<file path="src/rtl/pipeline_stage_ctrl.sv">
`default_nettype none
// ============================================================================
// Module      : pipeline_stage_ctrl
// Description : Valid/ready controller for one CPU pipeline stage register.
//               Holds up to two entries (main + skid) so the upstream stall
//               signal in_ready is a pure function of registered state.
//               A synchronous flush discards all held entries.
// Ports       : clk        - pipeline clock, rising-edge active
//               reset      - asynchronous active-high reset
//               flush      - synchronous flush, highest priority
//               in_valid   - upstream presents in_data
//               in_ready   - stage can accept an entry this cycle
//               in_data    - upstream payload (N bits)
//               out_valid  - out_data holds a valid entry
//               out_ready  - downstream accepts out_data this cycle
//               out_data   - payload from the main register (N bits)
//               occupancy  - number of held entries (0..2)
// Revision    : 1.0 - initial release
// ============================================================================
module pipeline_stage_ctrl #(
    parameter int N = 32
) (
    input  logic         clk,
    input  logic         reset,
    input  logic         flush,
    input  logic         in_valid,
    output logic         in_ready,
    input  logic [N-1:0] in_data,
    output logic         out_valid,
    input  logic         out_ready,
    output logic [N-1:0] out_data,
    output logic [1:0]   occupancy
);

    // State encoding equals the entry count, so occupancy is the state itself.
    localparam logic [1:0] c_EMPTY = 2'd0;
    localparam logic [1:0] c_ONE   = 2'd1;
    localparam logic [1:0] c_TWO   = 2'd2;

    logic [1:0]   r_state;
    logic [N-1:0] r_main;
    logic [N-1:0] r_skid;

    always_ff @(posedge clk or posedge reset) begin
        if (reset) begin
            r_state <= c_EMPTY;
            r_main  <= '0;
            r_skid  <= '0;
        end else if (flush) begin
            // Any simultaneous input is dropped; an output handshake in the
            // same cycle was already taken by downstream.
            r_state <= c_EMPTY;
            r_main  <= '0;
            r_skid  <= '0;
        end else begin
            case (r_state)
                c_EMPTY: begin
                    if (in_valid) begin
                        r_main  <= in_data;
                        r_state <= c_ONE;
                    end
                end
                c_ONE: begin
                    if (in_valid && out_ready) begin
                        r_main <= in_data;
                    end else if (in_valid) begin
                        // Downstream stalled: park the new entry in the skid
                        // register, main keeps the older one in front.
                        r_skid  <= in_data;
                        r_state <= c_TWO;
                    end else if (out_ready) begin
                        r_state <= c_EMPTY;
                    end
                end
                c_TWO: begin
                    // in_ready is low here, so in_valid is irrelevant.
                    if (out_ready) begin
                        r_main  <= r_skid;
                        r_state <= c_ONE;
                    end
                end
                default: begin
                    r_state <= c_EMPTY;
                end
            endcase
        end
    end

    // All handshake outputs are decoded from registered state only.
    assign in_ready  = (r_state != c_TWO);
    assign out_valid = (r_state != c_EMPTY);
    assign occupancy = r_state;
    assign out_data  = r_main;

endmodule
`default_nettype wire

</file>
<file path="config.mk">
export PLATFORM = sky130hd
export DESIGN_NAME = pipeline_stage_ctrl
export DESIGN_NICKNAME = d
export VERILOG_FILES = /design/src/rtl/pipeline_stage_ctrl.sv
export SDC_FILE = /design/constraint.sdc
export NUM_CORES = 1
export LEC_CHECK = 0
export CORE_ASPECT_RATIO = 0.6
export CORE_UTILIZATION = 24
export CTS_CLUSTER_SIZE = 28
export DETAILED_ROUTE_END_ITERATION = 10
export PLACE_DENSITY = 0.54
export SYNTH_ARGS = -nofsm -noshare
export SYNTH_HDL_FRONTEND = slang
export SYNTH_SLANG_ARGS = --single-unit
</file>
<file path="constraint.sdc">
create_clock -name clk -period 2.9 [get_ports clk]
set_input_delay 0.87 -clock clk [delete_from_list [all_inputs] [get_ports clk]]
set_output_delay 0.87 -clock clk [all_outputs]
set_load 0.02 [all_outputs]
</file>
==> results_dict.tcl, run 1 <==
set metrics [dict create \
    synth-edff-count 0 \
    hold_viol 0 \
    tns_ns 0 \
    die_x_um 151.8 \
    min_path_type "reg2reg" \
    grt_antenna_before_repair 0 \
    synth.area.top_cells "dfrtp_1 51%, o31ai_2 12%, mux2i_1 9.9%, a22o_1 8.7%, o2111ai_1 8.7%" \
    crit_type "reg2out" \
    syn-cell-area_um2 3233 \
    drv_cap 0 \
    r2r_start "occupancy[1]" \
    drt-vias-per-instance 5.083 \
    root_buffer "clkbuf_16" \
    worst_slew_pin_slew_ns 0.9465 \
    synth-async-reset-ratio_pct 100.0 \
    cts_made_buffers 9 \
    dr.pass1.iters 4 \
    post-route-period-util_pct 86.38 \
    ir_drop_uv 277.3 \
    worst_ep_arrival_time_ns 1.63 \
    initial_utilization_pct 24.92 \
    setup.worst_path.end "out_valid" \
    startpoint "occupancy[1]" \
    worst-r2r-cell-count 3 \
    clock_latency_ns 0.33 \
    synth_ff_type "dfrtp_1" \
    fin_crit_ns 2.505 \
    synth_top_cell_by_area "dfrtp_1" \
    pre_cts_ws_ns 0.2269 \
    vias 2455 \
    die_y_um 91.91 \
    drive_gt1_share_pct 20.77 \
    rows 32 \
    io_buffers 72 \
    p_total_mw 2.569 \
    cts_resized 0 \
    routabilityCongestion 0.7229 \
    wire_per_inst_um 19.26 \
    crit_path_end_kind "output port" \
    setup_viol 0 \
    synthCells 245 \
    dieArea_um2 13950 \
    cts_setup_buffers 0 \
    netlist_top_cells_count "66 x dfrtp_1, 32 x a22o_1, 32 x mux2i_1, 32 x o2111ai_1, 30 x o31ai_2" \
    reg2reg_to "r_skid[9]" \
    cts.sinks 66 \
    drc 0 \
    synth.ff_latch_count 66 \
    grt_pass1_vias 2525 \
    cp-start-kind "flop" \
    ys.warnings.count 0 \
    dp_hpwl_mm 5.955 \
    cts_tree "yes" \
    htreeDepth 3 \
    cts_buffer_depth 2 \
    nNetsFinal 345 \
    rsz0062_at_grt "no" \
    relSlewSlack_pct 36.76 \
    rrSetupSlack_ns 1.16 \
    syn2layout_area_growth_pct 36.57 \
    ctsHoldBuffers 0 \
    fillers 1305 \
    grt_pass1_wl_mm 14.94 \
    p_leak_nw 2.011 \
    powerDensity_nw_per_um2 581.9 \
    core_area_um2 12970 \
    avgSynthCellArea_um2 13.20 \
    outcome "finished clean" \
    wl_mm 9.304 \
    grt_use_total_pct 13.98 \
    utilization_pct 34.04 \
    diodes 0 \
    grt_max_degree 67 \
    yosysSeqAreaShare_pct 51.08 \
    io_pins 73 \
    ant_nets 0 \
    critPathRequiredTime_ns 2.03 \
    first_iter_violations 194 \
    ys_types 25 \
    synth.top_cell.area_share_pct 51.08 \
    setup_ws_ns 0.3950 \
    grt-ovfl-total 0 \
    syn_nets 282 \
    path_max_fanout 8 \
    drv_slew 0 \
    post-synth-top-count-cell "dfrtp_1" \
    fmax_mhz 399.2 \
    path_clk_slew_ns 0.05 \
    skew_ns 0.002205 \
]
-- critical path: stages, from the launching register on --
cell and delay (ns):
dfrtp_1 0.46, or2_2 0.32, clkdlybuf4s50_1 0.54
-- cell usage in the layout (no fill, tap or decap), drive strengths merged --
cell type and n:
a22o 32, o211a 1, o21a 1, clkdlybuf4s50 71, inv 2, clkbuf 15
a21oi 3, o2111ai 32, and3 1, dfrtp 66, or2 2, nand3b 1
or3b 1, mux2i 32, nor2b 2, nand2b 2, nand2 2, buf 13
nor3 1, bufinv 1, o31ai 32
-- cell type report --
class / count / area [um2] / area share, %
sequential: 66 / 1652 / 37.40
clock inverter: 1 / 30.03 / 0.6801
tap: 170 / 212.7 / 4.817
multi-input combinational: 145 / 1408 / 31.88
inverter: 2 / 7.507 / 0.1700
timing repair buffer: 84 / 818.3 / 18.53
clock buffer: 15 / 287.8 / 6.517
-- worst min path at each step --
stage,cells past startpoint,endpoint,slack (ns),start
6_report,1,r_skid[28],0.50,r_skid[28]
5_1_grt,1,r_skid[4],0.51,r_skid[4]
4_1_cts,1,r_skid[28],0.51,r_skid[28]
3_5_place_dp,1,r_skid[18],0.49,r_skid[18]
3_3_place_gp,1,r_skid[25],0.49,r_skid[25]
2_1_floorplan,1,r_skid[10],0.47,r_skid[10]
-- layer usage --
metal | GRT usage, % | vias up | share of wire [%]
met2 | 19.85 | 96 | 44
met1 | 20.21 | 1244 | 49
met3 | 4.773 | 7 | 6.7
met4 | 3.000 | 0 | 0.70
met5 | 0 | - | 0
li1 | - | 1108 | -
-- power breakdown --
| group | total [mW] | internal (mW) | switching (mW) |
|---|---|---|---|
| registers | 1.01 | 0.975 | 0.0388 |
| logic | 0.419 | 0.191 | 0.228 |
| clock network | 1.14 | 0.760 | 0.377 |
-- cells by family after synthesis --
logic type / share of synthesized area (%)
AOI/OAI and AO/OA: 30.77
DFF: 51.08
buffers and inverters: 5.998
muxes: 9.907
and+or+nand+nor: 2.245
-- registers in the layout (all words and copies together), names as in the netlist --
signal and flops:
r_skid 32, out_data 32, occupancy 2
-- per-stage QoR --
step,area (um2),instances,hold slack (ns)
3_3_place_gp,4098,467,0.4874
4_1_cts,4415,483,0.5066
5_1_grt,4415,483,0.5101
3_5_place_dp,4098,467,0.4902
2_1_floorplan,3233,245,0.4722
6_report,4415,483,0.5017
No activity file was read; power rests on OpenSTA's default activity.
==> run 2: changes to the inputs <==
- SLEW_MARGIN: default -> 30
==> run 2 against run 1 <==
  * Register-to-register slack improved by 0.07 ns
  * Via count decreased by 0.61%
  * Critical path type unchanged
  * Cell count increased by 0.21%
  * Routed wire length increased by 0.56%
  * Count of clock-buffer cells in the layout unchanged
  * Critical path depth unchanged
  * Setup slack improved by 0.0051 ns
  * Core utilization increased by 0.21 points
  * Hold slack got worse by 0.00057 ns
==> results_dict.tcl, run 2 (synthesis gave the netlist of run 1 again) <==
set metrics [dict create \
    outcome "finished clean" \
    min_path_type "reg2reg" \
    core_area_um2 12970 \
    nNetsFinal 346 \
    crit_path_end_kind "output port" \
    worst-r2r-cell-count 4 \
    grt_max_degree 67 \
    cp_cell_sequence "or2_2, clkdlybuf4s50_1" \
    rrSetupSlack_ns 1.23 \
    critPathRequiredTime_ns 2.03 \
    vias 2440 \
    grt_pass1_wl_mm 14.94 \
    critPathSlowestCell "clkdlybuf4s50_1" \
    rows 32 \
    drv_cap 0 \
    relSlewSlack_pct 58.54 \
    syn2layout_area_growth_pct 37.42 \
    ant_nets 0 \
    root_buffer "clkbuf_16" \
    crit_type "reg2out" \
    dieArea_um2 13950 \
    drive_gt1_share_pct 21.02 \
    diodes 0 \
    skew_ns 0.001852 \
    cts_buffer_depth 2 \
    cp-start-kind "flop" \
    dr.pass1.iters 4 \
    cts_made_buffers 9 \
    multi_input_area_um2 1408 \
    seqCellArea_um2 1652 \
    cts.sinks 66 \
    startpoint "occupancy[1]" \
    htreeDepth 3 \
    drc 0 \
    cts_resized 0 \
    wl_mm 9.356 \
    cts_tree "yes" \
    post-route-period-util_pct 86.20 \
    path_max_fanout 8 \
    whs_path_depth 1 \
    die_y_um 91.91 \
    setup.worst_path.end "out_valid" \
    path_clk_slew_ns 0.05 \
    routabilityCongestion 0.7229 \
    fin_area_um2 4443 \
    cts_setup_buffers 0 \
    tns_ns 0 \
    hold_viol 0 \
    drv_slew 0 \
    reg2reg_to "out_data[28]" \
    die_x_um 151.8 \
    grt_use_total_pct 13.98 \
    final_common_cell "clkdlybuf4s50_1" \
    crit_path_max_incr_delay_ns 0.54 \
    grt-ovfl-total 0 \
    initial_utilization_pct 24.92 \
    r2r_start "occupancy[0]" \
    worst_ep_arrival_time_ns 1.63 \
    wire_per_inst_um 19.33 \
    fin_cells 484 \
    dp_hpwl_mm 5.955 \
    worst_slew_pin_slew_ns 0.6219 \
    io_buffers 72 \
    io_pins 73 \
    setup_viol 0 \
    drt-vias-per-instance 5.041 \
    place_inst 467 \
    p_leak_nw 2.024 \
    powerDensity_nw_per_um2 579.1 \
    fillers 1304 \
    fmax_mhz 400.0 \
    fin_crit_ns 2.500 \
    grt_pass1_vias 2525 \
    final_cell_mix "71 x clkdlybuf4s50_1, 66 x dfrtp_1, 32 x a22o_1, 32 x mux2i_1, 32 x o2111ai_1" \
    first_iter_violations 158 \
    ctsHoldBuffers 0 \
    placed_area_um2 4098 \
    clock_latency_ns 0.33 \
    ir_drop_uv 295.1 \
    rsz0062_at_grt "no" \
    p_total_mw 2.573 \
    grt_antenna_before_repair 0 \
]
==> run 2: changes by cell type in the layout (fill, tap and decap cells not counted), sizes merged <==
| cell | previous run | this run |
|---|---|---|
| buf | 13 | 14 |
==> run 2: final cells by class <==
cell class,instances,share of cell area [%]
inverters,2,0.1690
clock inverters,1,0.6759
repair buffers,85,19.04
multi-input cells,145,31.68
clock buffers,15,6.477
well taps,170,4.787
flip-flops and latches,66,37.17
==> run 2: metal layers <==
metal / track usage [%] / vias to the layer above / share of wire, %
li1: - / 1117 / -
met1: 20.21 / 1234 / 49
met2: 19.85 / 80 / 44
met3: 4.773 / 9 / 6.0
met4: 3.000 / 0 / 0.73
met5: 0 / - / 0
==> run 2: how the worst min path moves through the flow <==
stage / slack, ns / start / end
3_5_place_dp: 0.49 / r_skid[18] / r_skid[18]
5_1_grt: 0.51 / r_skid[4] / r_skid[4]
4_1_cts: 0.51 / r_skid[28] / r_skid[28]
6_report: 0.50 / r_skid[28] / r_skid[28]
3_3_place_gp: 0.49 / r_skid[25] / r_skid[25]
2_1_floorplan: 0.47 / r_skid[10] / r_skid[10]
==> run 2: where the power goes <==
part	internal, mW	switching (mW)	total, mW
sequential	0.975	0.0385	1.01
clock	0.760	0.376	1.14
combinational	0.196	0.228	0.424
==> run 2: critical path: cells and delay by family (launching register included) <==
kind,cells,cell delay [ns]
buffers and inverters,1,0.54
DFF,1,0.45
and+or+nand+nor,1,0.32
==> run 2: metrics by stage <==
step	util (%)	setup WS, ns	hold WS (ns)
floorplan	-	0.3752	0.4722
global placement	31.59	0.2288	0.4874
detailed placement	31.59	0.2269	0.4902
CTS	34.04	0.3759	0.5066
global route	34.25	0.3443	0.5098
finish	34.25	0.4002	0.5011
